<file path="config.mk">
export PLATFORM = sky130hd
export DESIGN_NAME = ball_engine
export DESIGN_NICKNAME = d
export VERILOG_FILES = /design/src/rtl/pong_pkg.sv /design/src/rtl/vsync_tick.sv /design/src/rtl/ball_engine.sv
export SDC_FILE = /design/constraint.sdc
export NUM_CORES = 1
export LEC_CHECK = 0
export ABC_CLOCK_PERIOD_IN_PS = 3370
export CAP_MARGIN = 0
export CORE_AREA = 3 3 129 119
export DETAILED_ROUTE_END_ITERATION = 8
export DIE_AREA = 0 0 132 122
export GPL_ROUTABILITY_DRIVEN = 1
export MAX_ROUTING_LAYER = met4
export PLACE_DENSITY = 0.52
export SYNTH_ARGS = -nofsm -noshare
export SYNTH_HDL_FRONTEND = slang
export SYNTH_SLANG_ARGS = --single-unit
</file>
<file path="constraint.sdc">
create_clock -name clk -period 3.37 [get_ports clk]
set_input_delay 1.011 -clock clk [delete_from_list [all_inputs] [get_ports clk]]
set_output_delay 1.011 -clock clk [all_outputs]
set_load 0.01 [all_outputs]
</file>
<file path="src/rtl/pong_pkg.sv">
// Shared Pong definitions: screen geometry, paddle geometry and ball FSM encoding.
// The colour stage imports this package as well, so keep it free of engine-only logic.
package pong_pkg;

    localparam int H_ACTIVE_DEF    = 640;
    localparam int V_ACTIVE_DEF    = 480;
    localparam int BALL_SIZE_DEF   = 8;
    localparam int PAD_W_DEF       = 8;
    localparam int PAD_H_DEF       = 64;
    localparam int LEFT_PAD_X_DEF  = 16;
    localparam int RIGHT_PAD_X_DEF = 616;
    localparam int SPEED_DEF       = 2;
    localparam int MISS_FRAMES_DEF = 60;

    localparam logic [1:0] ST_IDLE = 2'd0;
    localparam logic [1:0] ST_MOVE = 2'd1;
    localparam logic [1:0] ST_MISS = 2'd2;

    // True when a ball whose top row is ball_top vertically overlaps a paddle.
    function automatic logic overlaps(input logic [10:0] ball_top,
                                      input logic [10:0] pad_top,
                                      input logic [10:0] ball_size,
                                      input logic [10:0] pad_h);
        return ((ball_top + ball_size) > pad_top) && (ball_top < (pad_top + pad_h));
    endfunction

endpackage

</file>
<file path="src/rtl/vsync_tick.sv">
// Frame tick generator: one-cycle pulse on every falling edge of the active-low vsync.
module vsync_tick (
    input  logic clk,
    input  logic rst_n,
    input  logic vsync,
    output logic tick
);

    logic vsync_q;

    // Remember last cycle's vsync level; cleared on reset so no tick fires right after it.
    always_ff @(posedge clk) begin
        if (!rst_n) vsync_q <= 1'b0;
        else        vsync_q <= vsync;
    end

    assign tick = vsync_q & ~vsync;

endmodule

</file>
<file path="src/rtl/ball_engine.sv">
// Pong ball engine: serves, moves and bounces the ball once per frame and reports
// paddle hits and misses. All motion happens only on the frame tick.
module ball_engine
    import pong_pkg::*;
#(
    parameter int H_ACTIVE    = H_ACTIVE_DEF,
    parameter int V_ACTIVE    = V_ACTIVE_DEF,
    parameter int BALL_SIZE   = BALL_SIZE_DEF,
    parameter int PAD_W       = PAD_W_DEF,
    parameter int PAD_H       = PAD_H_DEF,
    parameter int LEFT_PAD_X  = LEFT_PAD_X_DEF,
    parameter int RIGHT_PAD_X = RIGHT_PAD_X_DEF,
    parameter int SPEED       = SPEED_DEF,
    parameter int MISS_FRAMES = MISS_FRAMES_DEF
) (
    input  logic       clk,
    input  logic       rst_n,
    input  logic       vsync,
    input  logic [9:0] pad_l_y,
    input  logic [9:0] pad_r_y,
    input  logic       serve,
    output logic [9:0] ball_x,
    output logic [9:0] ball_y,
    output logic       fell,
    output logic       hit,
    output logic       miss_side,
    output logic       busy
);

    // All geometry is widened to 11 bits so sums and differences never wrap.
    localparam logic [10:0] SPD    = 11'(SPEED);
    localparam logic [10:0] BS     = 11'(BALL_SIZE);
    localparam logic [10:0] PH     = 11'(PAD_H);
    localparam logic [10:0] X_MAX  = 11'(H_ACTIVE - BALL_SIZE);
    localparam logic [10:0] Y_MAX  = 11'(V_ACTIVE - BALL_SIZE);
    localparam logic [10:0] R_EDGE = 11'(RIGHT_PAD_X);
    localparam logic [10:0] L_EDGE = 11'(LEFT_PAD_X + PAD_W);
    localparam logic [9:0]  X_CTR  = 10'((H_ACTIVE - BALL_SIZE) / 2);
    localparam logic [9:0]  Y_CTR  = 10'((V_ACTIVE - BALL_SIZE) / 2);
    localparam logic [9:0]  X_TOP  = 10'(H_ACTIVE - BALL_SIZE);
    localparam logic [9:0]  Y_TOP  = 10'(V_ACTIVE - BALL_SIZE);
    localparam logic [9:0]  X_RHIT = 10'(RIGHT_PAD_X - BALL_SIZE);
    localparam logic [9:0]  X_LHIT = 10'(LEFT_PAD_X + PAD_W);

    localparam int CNT_W = (MISS_FRAMES > 1) ? $clog2(MISS_FRAMES) : 1;
    localparam logic [CNT_W-1:0] CNT_LAST = CNT_W'(MISS_FRAMES - 1);

    logic             tick;
    logic [1:0]       state;
    logic             dx;
    logic             dy;
    logic [CNT_W-1:0] frame_cnt;

    logic [10:0] cx, cy, nx, ny;
    logic [9:0]  y_next;
    logic        dy_next;
    logic        hit_r, hit_l, miss_r, miss_l;

    vsync_tick u_vsync_tick (
        .clk   (clk),
        .rst_n (rst_n),
        .vsync (vsync),
        .tick  (tick)
    );

    assign busy = (state != ST_IDLE);

    // Candidate next position plus wall, paddle and miss decisions for this tick.
    always_comb begin
        cx = {1'b0, ball_x};
        cy = {1'b0, ball_y};
        nx = dx ? (cx + SPD) : (cx - SPD);
        ny = dy ? (cy + SPD) : (cy - SPD);

        y_next  = ny[9:0];
        dy_next = dy;
        if (dy) begin
            if (ny >= Y_MAX) begin
                y_next  = Y_TOP;
                dy_next = 1'b0;
            end
        end else if (cy < SPD) begin
            y_next  = 10'd0;
            dy_next = 1'b1;
        end

        hit_r  = dx && ((cx + BS) <= R_EDGE) && ((nx + BS) >= R_EDGE)
                    && overlaps(cy, {1'b0, pad_r_y}, BS, PH);
        hit_l  = !dx && (cx >= L_EDGE) && (nx <= L_EDGE)
                    && overlaps(cy, {1'b0, pad_l_y}, BS, PH);
        // A left-moving ball closer to the edge than one step would underflow: that is the miss.
        miss_r = dx && !hit_r && (nx >= X_MAX);
        miss_l = !dx && !hit_l && (cx < SPD);
    end

    // Ball FSM: idle at centre, move per tick, freeze after a miss, then re-centre.
    always_ff @(posedge clk) begin
        if (!rst_n) begin
            state     <= ST_IDLE;
            ball_x    <= X_CTR;
            ball_y    <= Y_CTR;
            dx        <= 1'b1;
            dy        <= 1'b1;
            fell      <= 1'b0;
            hit       <= 1'b0;
            miss_side <= 1'b0;
            frame_cnt <= '0;
        end else begin
            fell <= 1'b0;
            hit  <= 1'b0;
            case (state)
                ST_IDLE: begin
                    ball_x <= X_CTR;
                    ball_y <= Y_CTR;
                    if (serve) state <= ST_MOVE;
                end
                ST_MOVE: begin
                    if (tick) begin
                        ball_y <= y_next;
                        dy     <= dy_next;
                        if (hit_r) begin
                            ball_x <= X_RHIT;
                            dx     <= 1'b0;
                            hit    <= 1'b1;
                        end else if (hit_l) begin
                            ball_x <= X_LHIT;
                            dx     <= 1'b1;
                            hit    <= 1'b1;
                        end else if (miss_r) begin
                            ball_x    <= X_TOP;
                            fell      <= 1'b1;
                            miss_side <= 1'b1;
                            frame_cnt <= '0;
                            state     <= ST_MISS;
                        end else if (miss_l) begin
                            ball_x    <= 10'd0;
                            fell      <= 1'b1;
                            miss_side <= 1'b0;
                            frame_cnt <= '0;
                            state     <= ST_MISS;
                        end else begin
                            ball_x <= nx[9:0];
                        end
                    end
                end
                ST_MISS: begin
                    if (tick) begin
                        if (frame_cnt == CNT_LAST) begin
                            state     <= ST_IDLE;
                            ball_x    <= X_CTR;
                            ball_y    <= Y_CTR;
                            dx        <= miss_side;
                            dy        <= 1'b1;
                            frame_cnt <= '0;
                        end else begin
                            frame_cnt <= frame_cnt + 1'b1;
                        end
                    end
                end
                default: state <= ST_IDLE;
            endcase
        end
    end

endmodule

</file>
# Word level (Yosys, flattened, before mapping)
# Cells that the tools add are included.
[word_totals]
elab_cells = 131
in_bits = 24
out_inout_bits = 24
reg_bits = 34
[classes]
bitwise = 7
addsub = 10
n_lt_le_gt_ge = 12
n_reduce_logical = 28
mux = 53
eq_ne = 11
[op_table]
columns = ["operator", "n"]
rows = [
  ["$mux 10", 13],
  ["$pmux 10 s3", 2],
  ["$mux 6", 7],
  ["$add 10x2->11 const B", 2],
  ["$add 10x4->11 const B", 2],
  ["$add 10x7->11 const B", 2],
  ["$ge 11x10->1 const B", 2],
  ["$gt 11x10->1", 2],
  ["$lt 10x11->1", 2],
  ["$mux 11", 2],
  ["$sub 10x2->11 const B", 2],
  ["$lt 10x2->1 const B", 2],
  ["$mux 1", 17],
  ["$mux 2", 8],
  ["$logic_and 1x1->1", 12],
  ["$ne 2x2->1 const B", 6],
  ["$pmux 6 s2", 1],
  ["$add 11x4->11 const B", 1],
  ["$ge 11x9->1 const B", 1],
  ["$le 11x10->1 const B", 1],
  ["$le 11x5->1 const B", 1],
  ["$ge 10x5->1 const B", 1],
  ["$reduce_and 5->1", 2],
  ["$reduce_and 4->1", 2],
  ["17 further kinds", 28],
]

# Logic depth before layout (Yosys ltp)
# Gate-level depths: netlist of the first run.
[logic_depth]
depth_word = 14
mapped_depth = 13

# Modules after synthesis
# Synthesis of the first run repeated with hierarchy kept, for this count alone.
[hier_totals]
cells_unflattened = 450
hier_area_um2 = 3435.8
[by_module_without_submodules]
columns = ["mod", "cells_each", "seq_area_each_um2", "instances", "area_per_inst_um2"]
rows = [
  ["ball_engine", 447, 620.6, 1, 3399.5],
  ["vsync_tick", 3, 20.0, 1, 36.3],
]

# Worst setup path before layout of the first run
# No wires, ideal clock.
[synth_timing]
path_type = "input to register"
start = "input pad_r_y[6]"
end = "register ball_x[2]"
slack_ns = 0.080
t_arrival_ns = 3.195
path_buffers = 0
required_ns = 3.275
cell_stages = 11
path_cell_list = "ha_1 > xnor2_1 > ha_1 > a21o_1 > a21oi_1 > o32ai_1 > a221oi_1 > nand3_1 > a21o_1 > or3b_1 > o311ai_1"
[synth_between]
elab_chain_cells = 12
word_cells_on_any_way = 13
classes_between = "1 x add/sub; 2 x order compare; 5 x mux; 5 x reduce/logical"
[synth_rtl]
columns = ["item", "line", "text"]
rows = [
  ["from (decl)", "ball_engine.sv:20", "input logic [9:0] pad_r_y,"],
  ["$add 10x7->11", "pong_pkg.sv:24", "return ((ball_top + ball_size) > pad_top) && (ball_top < (pad_top + pad_h));"],
  ["$lt 10x11->1", "pong_pkg.sv:24", ""],
  ["$logic_and 1x1->1 (*)", "pong_pkg.sv:24", ""],
  ["$logic_and 1x1->1 (*)", "ball_engine.sv:88", "&& overlaps(cy, {1'b0, pad_r_y}, BS, PH);"],
  ["$logic_not 1->1", "ball_engine.sv:92", "miss_r = dx && !hit_r && (nx >= X_MAX);"],
  ["$logic_and 1x1->1 (2 in a row)", "ball_engine.sv:92", ""],
  ["$mux 10", "ball_engine.sv:129", "end else if (miss_r) begin"],
  ["$mux 10", "ball_engine.sv:125", "end else if (hit_l) begin"],
  ["$mux 10 (*)", "ball_engine.sv:121", "if (hit_r) begin"],
  ["$mux 10 (*)", "ball_engine.sv:118", "if (tick) begin"],
  ["$pmux 10 s3 (*)", "ball_engine.sv:111", "case (state)"],
  ["to (signal assigned)", "ball_engine.sv:142", "ball_x <= nx[9:0];"],
  ["to (decl)", "ball_engine.sv:22", "output logic [9:0] ball_x,"],
]
# Every way passes the cells marked *; elsewhere a longest branch is shown, timed or not. The select of a mux whose other input is x is not followed.
# A chain may end at the register's enable or synchronous reset.

# Worst setup path in the final report of the first run
[layout_timing]
start = "input pad_l_y[6]"
end = "register ball_x[3]"
[layout_between]
elab_chain_cells = 13
word_cells_on_any_way = 14
classes_between = "1 x add/sub; 2 x order compare; 6 x mux; 5 x reduce/logical"
[layout_rtl]
columns = ["item", "line", "text"]
rows = [
  ["from (decl)", "ball_engine.sv:19", "input logic [9:0] pad_l_y,"],
  ["$add 10x7->11", "pong_pkg.sv:24", ""],
  ["$lt 10x11->1", "pong_pkg.sv:24", ""],
  ["$logic_and 1x1->1 (*)", "pong_pkg.sv:24", ""],
  ["$logic_and 1x1->1 (*)", "ball_engine.sv:90", "&& overlaps(cy, {1'b0, pad_l_y}, BS, PH);"],
  ["$logic_not 1->1", "ball_engine.sv:93", "miss_l = !dx && !hit_l && (cx < SPD);"],
  ["$logic_and 1x1->1 (2 in a row)", "ball_engine.sv:93", ""],
  ["$mux 10", "ball_engine.sv:135", "end else if (miss_l) begin"],
  ["$mux 10", "ball_engine.sv:129", ""],
  ["$mux 10 (*)", "ball_engine.sv:125", ""],
  ["$mux 10 (*)", "ball_engine.sv:121", ""],
  ["$mux 10 (*)", "ball_engine.sv:118", ""],
  ["$pmux 10 s3 (*)", "ball_engine.sv:111", ""],
]
# Marks and branches as above.

==> results.md, run 1 <==
- DR DRC count: 0
- Avg WL per Cell: 15.4 µm
- Sequential fraction of the synthesis area: a little under a fifth
- Synth area leader: dfxtp_1
- Mapped Avg Cell Area: 7.49 µm²
- Total gr overflow: 0
- Iteration-0 DRC Markers: 221
- Clock tree buffer depth: 2
- Synth top area share: 18.3%
- Simple-gate area share of the yosys netlist: around 26%
- Worst setup SP type: primary input
- Input/output buffers: 45
- GRT Total Usage: 14.3%
- Initial antenna violation count: 0
- Synth Area in XOR/XNOR: 6.26%
- Cells after synthesis: roughly 470
- Cell internal pwr: 797 µW
- Crit. End Element: flip-flop
- Leakage power: 0.00204 µW
- Drt total wl: 11400 µm
- Starting Density: 25.0%
- Post-synthesis mux area share: 2.18%
- Asr flop ratio synth: 0%
- Largest net degree at the start of global routing: 17
- Die span in y: between 100 and 150 µm
- Outcome: finished, final reports clean
- Register bit total from synthesis: 32
- Std-Cell Core Area: about 0.014 mm²
- Critical path depth: 10
- Filler Cell Count: around 1500
- Vias per cell: approximately 5
- Distinct cell type count after synthesis: 68
- # diodes: 0
- Clock Sinks: 32
- CTS root buffer: clkbuf_16
- WP data required: 3.59 ns
- CTS buffer count: 5
- Largest family of logic cells by synthesized area: simple AND/OR/NAND/NOR gates
- Crit path cell chain: dlygate4sd2_1 -> ha_1 -> a211o_1 -> o221ai_2 -> a21oi_2 -> o31ai_2 -> a32oi_1 -> or4_4 -> a311oi_2 -> o221a_1
- VDD IR max: 159 µV
- Clk_skew: between 0.004 and 0.005 ns
- Critical setup path kind: primary input to flip-flop
- Worst-path maximum fanout: 5
- CTS H-tree lvls: 2
- Hold Path Class: flip-flop to flip-flop
- Syn-to-layout area delta: 37.8%
- Post-Syn Area: 0.00350 mm²
- Core Util, Final: 34.4%
- Commonest non-fill, non-tap cell in the layout: buf_4
- Relative slew slack: 58.1%
- Critical path's top delay family: compound AO/OA/AOI/OAI gates
- Power share of the combinational group: 22.7%
- Max Clk Rate: 300 MHz
- Worst-path clk slew: 0.05 ns
- Synth top area cells: dfxtp_1 (18%), ha_1 (16%), xnor2_1 (4.8%)
- Worst-skew pair later-pin latency: 0.28 ns
- Critical Path AT: about 3.6 ns
- NetSw: 297 µW
- Maxcap violations: 0
- Site row count: 41
- Worst-Margin Slew: 0.628 ns
- Gpl congestion: 0.894
- I/O pin cnt: 48
- Most frequent cells in the layout: buf_4 (51), ha_1 (38), clkdlybuf4s50_1 (34), inv_1 (33), nand2_1 (33)
- Area share of fa/ha/maj cells after synthesis: 15.7%
- Slowest CP cell: or4_4
- Placed cells: 725
- Switch share: between 20% and 30%
- Final Max Slew Viols: 0
- Crit path time final: about 3.3 ns
- Die ar.: roughly 0.016 mm²
- Flop-to-flop setup slack: ~0.19 ns
- Fin. Hold Viols: 0
- Clock power share: 41.5%
- EDFF count, synth: 0
- Slowest stage delay, CP: around 0.57 ns
- Compound-cell area share of the yosys netlist: a little under a quarter
- Share of layout cells above drive strength 1: between 20% and 30%
- Crit path buf inv count: 1
- Width of the die: ~130 µm
- TritonCTS clock tree: yes
- Fin cells: 738
- Nets@finish: between 600 and 700
- Final ANT Viol Nets: 0
- 1st-pass router iterations: 5
- Sequential share of power: 35.9%
- Hold path depth: 2
- Vias in the first global route: 3799
- Final setup violation count: 0
- DR vias: approximately 3800
- Detail Placement HPWL: a little under 9000 µm
- YS warnings: 0
- Pwr/cell area: about 230 mW/mm²
- Dominant synthesized flop cell: dfxtp_1
- First-pass GRT wire length: roughly 19000 µm
- Share of the clock period used by the worst path: 99.1%
- Reg2Reg Depth: 14
[worst paths after layout]
| path | startpoint | end |
|---|---|---|
| worst max-delay path | pad_l_y[6] | ball_x[3] |
| worst min-delay path | frame_cnt[5] | frame_cnt[5] |
| worst max register to register | ball_y[4] | ball_x[3] |
| worst min register to register | frame_cnt[5] | frame_cnt[5] |
[flip-flops by register name, summed over array words and instances, names as in the netlist]
signal	cells
fell	1
frame_cnt	6
ball_x	9
ball_y	9
u_vsync_tick.vsync_q	1
hit	1
miss_side	1
dy	1
dx	1
state	2
[Yosys cell counts (all sizes together), types with 10 or more instances]
master  number
dfxtp       32
clkbuf      15
nor3        12
buf         14
o21ai       29
a21oi       22
inv         38
nand4       10
xnor2       19
nand2       35
ha          44
nor2        22
nand3       30
[power groups by stage]
stage	clock [µW]	sequential, µW	combinational, µW
2_1_floorplan	0	398	135
3_3_place_gp	0	401	216
3_5_place_dp	0	401	220
4_1_cts	464	393	229
5_1_grt	483	394	275
6_report	454	393	248
[layout make-up]
type                    count  area (µm²)  share of cell area, %
flip-flops and latches     32         641                   13.3
clock inverters             2        10.0                  0.208
clock buffers               6         139                   2.88
multi-input cells         369        2780                   57.7
well taps                 193         241                   5.01
inverters                  38         143                   2.96
repair buffers             98         867                   18.0
[kinds of logic (layout without fill, tap and decap cells)]
| group | count (synthesis) | count (layout) |
|---|---|---|
| flip-flops | 32 | 32 |
| other | 1 | 2 |
| multiplexers | 7 | 7 |
| buffers and inverters | 67 | 144 |
| AND/OR/NAND/NOR | 170 | 170 |
| XOR/XNOR | 25 | 25 |
| adder cells (fa/ha/maj) | 44 | 44 |
| AO/OA/AOI/OAI | 121 | 121 |
[metal layers]
layer | vias to the layer above | GRT usage (%) | part of all wire (%) | wire length, µm
met5 | - | - | 0 | 0
met2 | 109 | 24.0 | 48 | 5500
met3 | 13 | 2.11 | 5.0 | 568
met1 | 1764 | 18.3 | 45 | 5150
li1 | 1868 | - | - | -
met4 | 0 | 3.54 | 1.5 | 173
[per-stage QoR]
stage                     hold WS (ns)  worst slack, ns  power, µW  cell area [µm²]  TNS, ns
after floorplan                  0.477           0.0795        533             3500        0
after global placement           0.492           -0.515        617             4430    -6.26
after detailed placement         0.510           -0.605        621             4430    -7.99
after CTS                        0.519          0.00750       1090             4670        0
after global routing             0.539          -0.0305       1150             4820  -0.0541
final                            0.514           0.0318       1090             4820        0
[worst register-to-register path, cell delays in order, from the launching register on]
cell and delay, ns:
dfxtp_1 0.37, ha_1 0.19, nand3_1 0.15, nor2_1 0.21, xnor2_2 0.16, ha_1 0.28, nand3_2 0.11, nor3_4 0.05
buf_4 0.12, buf_4 0.12, a31oi_1 0.13, nand4_1 0.12, or4_4 0.61, a311oi_2 0.31, o221a_1 0.20
[timing repair]
| item | 4_1_cts | 5_1_grt |
|---|---|---|
| endpoints found under the setup margin | 19 | 11 |
| pin swaps | 16 | 29 |
| hold buffers | 0 | 0 |
| setup buffers | 3 | 2 |
| gates resized for setup | 22 | 38 |
| cloned | 0 | 0 |
(Power assumes the default switching activity.)
==> run 2: changes to the inputs <==
--- a/config.mk
+++ b/config.mk
@@ -13,6 +13,7 @@
 export GPL_ROUTABILITY_DRIVEN = 1
 export MAX_ROUTING_LAYER = met4
 export PLACE_DENSITY = 0.52
+export REMOVE_ABC_BUFFERS = 1
 export SYNTH_ARGS = -nofsm -noshare
 export SYNTH_HDL_FRONTEND = slang
 export SYNTH_SLANG_ARGS = --single-unit
==> run 2 against run 1 <==
- combinational power rose by 2%
- clock skew fell by 0.00072 ns
- utilization rose by 0.76 points
- sequential share of layout area fell by 0.29 points
- design area rose by 2.2%
- power rose by 1.3%
- clock-buffer cell count rose by 2
- first-iteration DRC count rose by 37%
- cell count rose by 1.2%
- register-to-register slack got worse by 0.03 ns
- clock power rose by 2%
- largest cell class unchanged
- highest routed layer unchanged
==> results.md, run 2 (synthesized netlist as in run 1, its figures left out) <==
- Leakage power: 0.00202 µW (was 0.00204 µW)
- Final ANT Viol Nets: 0 (unchanged)
- Hold_sp: frame_cnt[0] (was frame_cnt[5])
- I/O pin cnt: 48 (unchanged)
- First-pass GRT wire length: 18900 µm (was 18700 µm)
- Grt met3 use: 2.89% (was 2.11%)
- Relative slew slack: 37.8% (was 58.1%)
- Worst-path maximum fanout: 5 (unchanged)
- Hold Path Class: flip-flop to flip-flop (unchanged)
- Clock tree buffer depth: 2 (unchanged)
- Vias per cell: 5.18 (was 5.09)
- Final setup violation count: 0 (unchanged)
- Input/output buffers: 45 (unchanged)
- Worst setup SP type: primary input (unchanged)
- Total gr overflow: 0 (unchanged)
- Setup TNS after final layout: 0 ns (unchanged)
- WP data required: 3.59 ns (about the same)
- Share of the clock period used by the worst path: 97.6% (was 99.1%)
- Met2 Usage GRT: 23.8% (was 24.0%)
- Crit path time final: 3.29 ns (was 3.34 ns)
- Die ar.: 0.0161 mm² (unchanged)
- Detail Placement HPWL: 9090 µm (was 8770 µm)
- Worst-Margin Slew: 0.924 ns (was 0.628 ns)
- Outcome: finished, final reports clean (unchanged)
- Pwr/cell area: 225 mW/mm² (was 227 mW/mm²)
- Final Max Slew Viols: 0 (unchanged)
- Nets@finish: 621 (was 612)
- Gpl congestion: 0.875 (was 0.894)
- Iteration-0 DRC Markers: 302 (was 221)
- Critical setup path kind: primary input to flip-flop (unchanged)
- Maxcap violations: 0 (unchanged)
- CTS H-tree lvls: 2 (unchanged)
- Clock Sinks: 32 (unchanged)
- Clk_skew: 0.00380 ns (was 0.00452 ns)
- Avg WL per Cell: 15.8 µm (was 15.4 µm)
- Worst r2r src: ball_y[3] (was ball_y[4])
- Unrepaired setup endpoints after global routing: true
- 1st-pass router iterations: 5 (unchanged)
- Share of layout cells above drive strength 1: 22.4% (was 20.2%)
- Fin. Hold Viols: 0 (unchanged)
- Vias in the first global route: 3734 (was 3799)
- GR Util met1: 18.5% (was 18.3%)
- Commonest non-fill, non-tap cell in the layout: buf_4 (unchanged)
- TritonCTS clock tree: yes (unchanged)
- Crit. End Element: flip-flop (unchanged)
- CTS Hold Bufs: 0 (unchanged)
- Setup crit start: pad_l_y[1] (was pad_l_y[6])
- GRT Total Usage: 14.6% (was 14.3%)
- Width of the die: 132 µm (unchanged)
- Std-Cell Core Area: 0.0140 mm² (unchanged)
- Die span in y: 122 µm (unchanged)
- Critical Path AT: 3.51 ns (was 3.56 ns)
- Largest net degree at the start of global routing: 17 (unchanged)
- Drt total wl: 11800 µm (was 11400 µm)
- Site row count: 41 (unchanged)
- Max Clk Rate: 304 MHz (was 300 MHz)
- Syn-to-layout area delta: 40.8% (was 37.8%)
- DR DRC count: 0 (unchanged)
- # diodes: 0 (unchanged)
- Most used routing layer: met2 (unchanged)
- CTS root buffer: clkbuf_16 (unchanged)
- Most frequent cells in the layout: buf_4 (62), nand2_1 (34), ha_1 (34), clkdlybuf4s50_1 (34), dfxtp_1 (32) (was buf_4 (51), ha_1 (38), clkdlybuf4s50_1 (34), inv_1 (33), nand2_1 (33))
- Core Util, Final: 35.2% (was 34.4%)
- Worst-skew pair later-pin latency: 0.28 ns (about the same)
- Starting Density: 25.0% (unchanged)
- VDD IR max: 183 µV (was 159 µV)
- Top flop regs: ball_x: 9 flops, ball_y: 9 flops, frame_cnt: 6 flops (unchanged)
- CTS buffer count: 5 (unchanged)
- Worst-path clk slew: 0.05 ns (about the same)
- Initial antenna violation count: 0 (unchanged)
- DR vias: 3867 (was 3754)
-- run 2: path summary, 6_finish.rpt --
path                            slack, ns      endpoint  cells past startpoint
worst min-delay path                 0.52  frame_cnt[0]                      2
worst max register to register       0.16     ball_x[3]                     13
worst max-delay path                 0.08     ball_x[3]                     11
worst min register to register       0.52  frame_cnt[0]                      2
-- run 2: power breakdown --
part | switching [µW] | internal [µW]
Clock | 167 | 295
Sequential | 7.03 | 386
Combinational | 129 | 125
-- run 2: metrics by stage --
stage	instance area (µm²)	hold WS (ns)	setup WS [ns]	std cells	power [µW]
detailed placement	4500	0.509	-0.662	735	629
CTS	4770	0.515	0.00976	747	1100
floorplan	3370	0.477	0.0795	439	522
finish	4930	0.517	0.0824	747	1110
global route	4930	0.524	-0.0491	747	1160
global placement	4500	0.490	-0.591	735	626
-- run 2: worst max-delay path, cell delays in order --
cell and delay (ns):
clkdlybuf4s50_1 0.45, inv_1 0.04, ha_1 0.27, nand2b_1 0.10
a211o_1 0.15, a21oi_2 0.06, o31ai_2 0.22, a32oi_2 0.11
or4_4 0.61, a311oi_2 0.28, o221a_1 0.20
-- run 2: cell type report --
type | count | area, µm²
multi-input combinational | 369 | 2850
fill | 1425 | 9080
clock buffer | 8 | 146
timing repair buffer | 107 | 906
inverter | 38 | 143
sequential | 32 | 641
tap | 193 | 241
-- run 2: repair_timing --
item / in CTS / in global routing
endpoints found under the setup margin: 18 / 14
pin swaps: 23 / 16
resized for setup: 32 / 30
setup buffers: 4 / 0
-- run 2: layer usage --
| layer | wire, µm | part of all wire, % |
|---|---|---|
| met5 | 0 | 0 |
| met4 | 197 | 1.7 |
| met3 | 718 | 6.1 |
| met2 | 5440 | 46 |
| met1 | 5440 | 46 |
==> run 3: changes to the inputs <==
--- a/config.mk
+++ b/config.mk
@@ -5,7 +5,7 @@
 export SDC_FILE = /design/constraint.sdc
 export NUM_CORES = 1
 export LEC_CHECK = 0
-export ABC_CLOCK_PERIOD_IN_PS = 3370
+export ABC_CLOCK_PERIOD_IN_PS = 2900
 export CAP_MARGIN = 0
 export CORE_AREA = 3 3 129 119
 export DETAILED_ROUTE_END_ITERATION = 8
==> constraint.sdc (replaced) <==
create_clock -name clk -period 2.9 [get_ports clk]
set_input_delay 0.87 -clock clk [delete_from_list [all_inputs] [get_ports clk]]
set_output_delay 0.87 -clock clk [all_outputs]
set_load 0.01 [all_outputs]
==> run 3 against run 2 <==
- the run now ends with setup timing left
- flip-flop and latch count is the same
- register-to-register slack lost 0.26 ns
- non-clock buffer count grew 42
- global-route usage grew 1.2 points
- setup slack lost 0.21 ns
- sequential share of layout area shrank 1.5 points
- critical endpoint is now ball_x[2]
- largest cell class unchanged
- highest routed layer unchanged
==> results.md, run 3 (synthesized netlist as in run 1, its figures left out) <==
- Outcome: complete, but fails checks (was finished, final reports clean)
- Failing checks: setup timing
- Drt total wl: 12700 µm (was 11800 µm)
- Iteration-0 DRC Markers: 213 (was 302)
- Final ANT Viol Nets: 0 (unchanged)
- Detail Placement HPWL: 9360 µm (was 9090 µm)
- CTS H-tree lvls: 2 (unchanged)
- Final instance area: 0.00568 mm² (was 0.00493 mm²)
- Initial antenna violation count: 0 (unchanged)
- TritonCTS clock tree: yes (unchanged)
- GRT Total Usage: 15.8% (was 14.6%)
- Die ar.: 0.0161 mm² (unchanged)
- Leakage power: 0.00228 µW (was 0.00202 µW)
- # diodes: 0 (unchanged)
- GR Util met1: 20.5% (was 18.5%)
- Crit. End Element: flip-flop (unchanged)
- First-pass GRT wire length: 20400 µm (was 18900 µm)
- 1st-pass router iterations: 5 (unchanged)
- Met2 Usage GRT: 26.4% (was 23.8%)
- Dpl ws: -1.02 ns (was -0.662 ns)
- Clock tree buffer depth: 2 (unchanged)
- Total power: 1320 µW (was 1110 µW)
- Worst-skew pair later-pin latency: 0.28 ns (about the same)
- Clock Sinks: 32 (unchanged)
- Placed cells: 770 (was 735)
- Syn-to-layout area delta: 62.3% (was 40.8%)
- Area post-placement: 0.00477 mm² (was 0.00450 mm²)
- Vias per cell: 5.06 (was 5.18)
- Final setup violation count: 10 (was 0)
- CTS buffer count: 5 (unchanged)
- I/O pin cnt: 48 (unchanged)
- Grt met3 use: 1.82% (was 2.89%)
- Width of the die: 132 µm (unchanged)
- Top flop regs: ball_x: 9 flops, ball_y: 9 flops, frame_cnt: 6 flops (unchanged)
- Vias in the first global route: 4017 (was 3734)
- CTS root buffer: clkbuf_16 (unchanged)
- Share of the clock period used by the worst path: 104%
- Die span in y: 122 µm (unchanged)
- Starting Density: 25.0% (unchanged)
- Crit path time final: 3.03 ns
- Maxcap violations: 0 (unchanged)
- Total gr overflow: 0 (unchanged)
- Setup ws final: -0.128 ns (was 0.0824 ns)
- Gpl congestion: 0.923 (was 0.875)
- Hold Path Class: flip-flop to flip-flop (unchanged)
- Largest net degree at the start of global routing: 17 (unchanged)
- Commonest non-fill, non-tap cell in the layout: buf_4 (unchanged)
- Final Max Slew Viols: 0 (unchanged)
- Share of layout cells above drive strength 1: 37.8% (was 22.4%)
- DR DRC count: 0 (unchanged)
- Input/output buffers: 45 (unchanged)
- Worst-path clk slew: 0.06 ns (was 0.05 ns)
- WP data required: 3.09 ns (was 3.59 ns)
- Fin. Hold Viols: 0 (unchanged)
- DR vias: 3991 (was 3867)
- Site row count: 41 (unchanged)
- Most used routing layer: met2 (unchanged)
- Most frequent cells in the layout: buf_4 (95), nand2_1 (32), dfxtp_1 (27), clkdlybuf4s50_1 (27), nand3_1 (26) (was buf_4 (62), nand2_1 (34), ha_1 (34), clkdlybuf4s50_1 (34), dfxtp_1 (32))
- Max Clk Rate: between 300 and 400 MHz
- Worst-path maximum fanout: 3 (was 5)
- Critical Path AT: 3.22 ns (was 3.51 ns)
- Fin cells: 789 (was 747)
- VDD IR max: 168 µV (was 183 µV)
- Pwr/cell area: 233 mW/mm² (was 225 mW/mm²)
- Unrepaired setup endpoints after global routing: true (unchanged)
- Std-Cell Core Area: 0.0140 mm² (unchanged)
- Nets@finish: 663 (was 621)
- Avg WL per Cell: 16.1 µm (was 15.8 µm)
- Clk_skew: 0.00963 ns (was 0.00380 ns)
- Critical setup path kind: primary input to flip-flop (unchanged)
- Worst setup SP type: primary input (unchanged)
==> run 3: stage by stage <==
stage,utilization [%],hold WS [ns],TNS [ns]
final,40.6,0.515,-0.693
after global routing,40.6,0.551,-2.03
after CTS,39.4,0.513,-0.0914
after detailed placement,34.1,0.506,-15.21
after floorplan,-,0.477,-1.81
after global placement,34.1,0.496,-13.04
==> run 3: power by group <==
group / internal [µW] / total, µW / switching [µW]
clock: 316 / 524 / 207
combinational: 174 / 345 / 171
sequential: 446 / 454 / 8.04
==> run 3: timing repair <==
action,in CTS,in global routing
resized for setup,140,30
endpoints found under the setup margin,19,24
buffers inserted,10,2
pin swaps,48,22
hold buffers,0,0
==> run 3: worst paths after layout <==
check	startpoint	end	slack (ns)	cells past startpoint
max	pad_r_y[7]	ball_x[2]	-0.13	12
min	frame_cnt[0]	frame_cnt[0]	0.51	2
max reg2reg	ball_y[3]	ball_x[2]	-0.10	12
min reg2reg	frame_cnt[0]	frame_cnt[0]	0.51	2
==> run 3: metal layers <==
metal | wire [µm] | vias up
li1 | - | 1978
met1 | 5870 | 1897
met4 | 146 | 0
met2 | 6200 | 104
met3 | 494 | 12
met5 | 0 | -
==> run 3: area by class of cell <==
cell class	instances	area [µm²]
Fill cell	1388	8320
Multi-Input combinational cell	369	3240
Timing Repair Buffer	149	1260
Sequential cell	32	652
Tap cell	193	241
Inverter	38	143
Clock buffer	5	125
Clock inverter	3	18.8
==> run 3: critical path, cell delays in order <==
cell and delay [ns]:
buf_8 0.10, ha_4 0.16, xnor2_2 0.13, ha_1 0.29, a21o_1 0.17, a21oi_2 0.15
o32ai_2 0.09, a221oi_2 0.23, nand3_1 0.15, a21o_1 0.20, or3b_4 0.42, o311ai_2 0.24
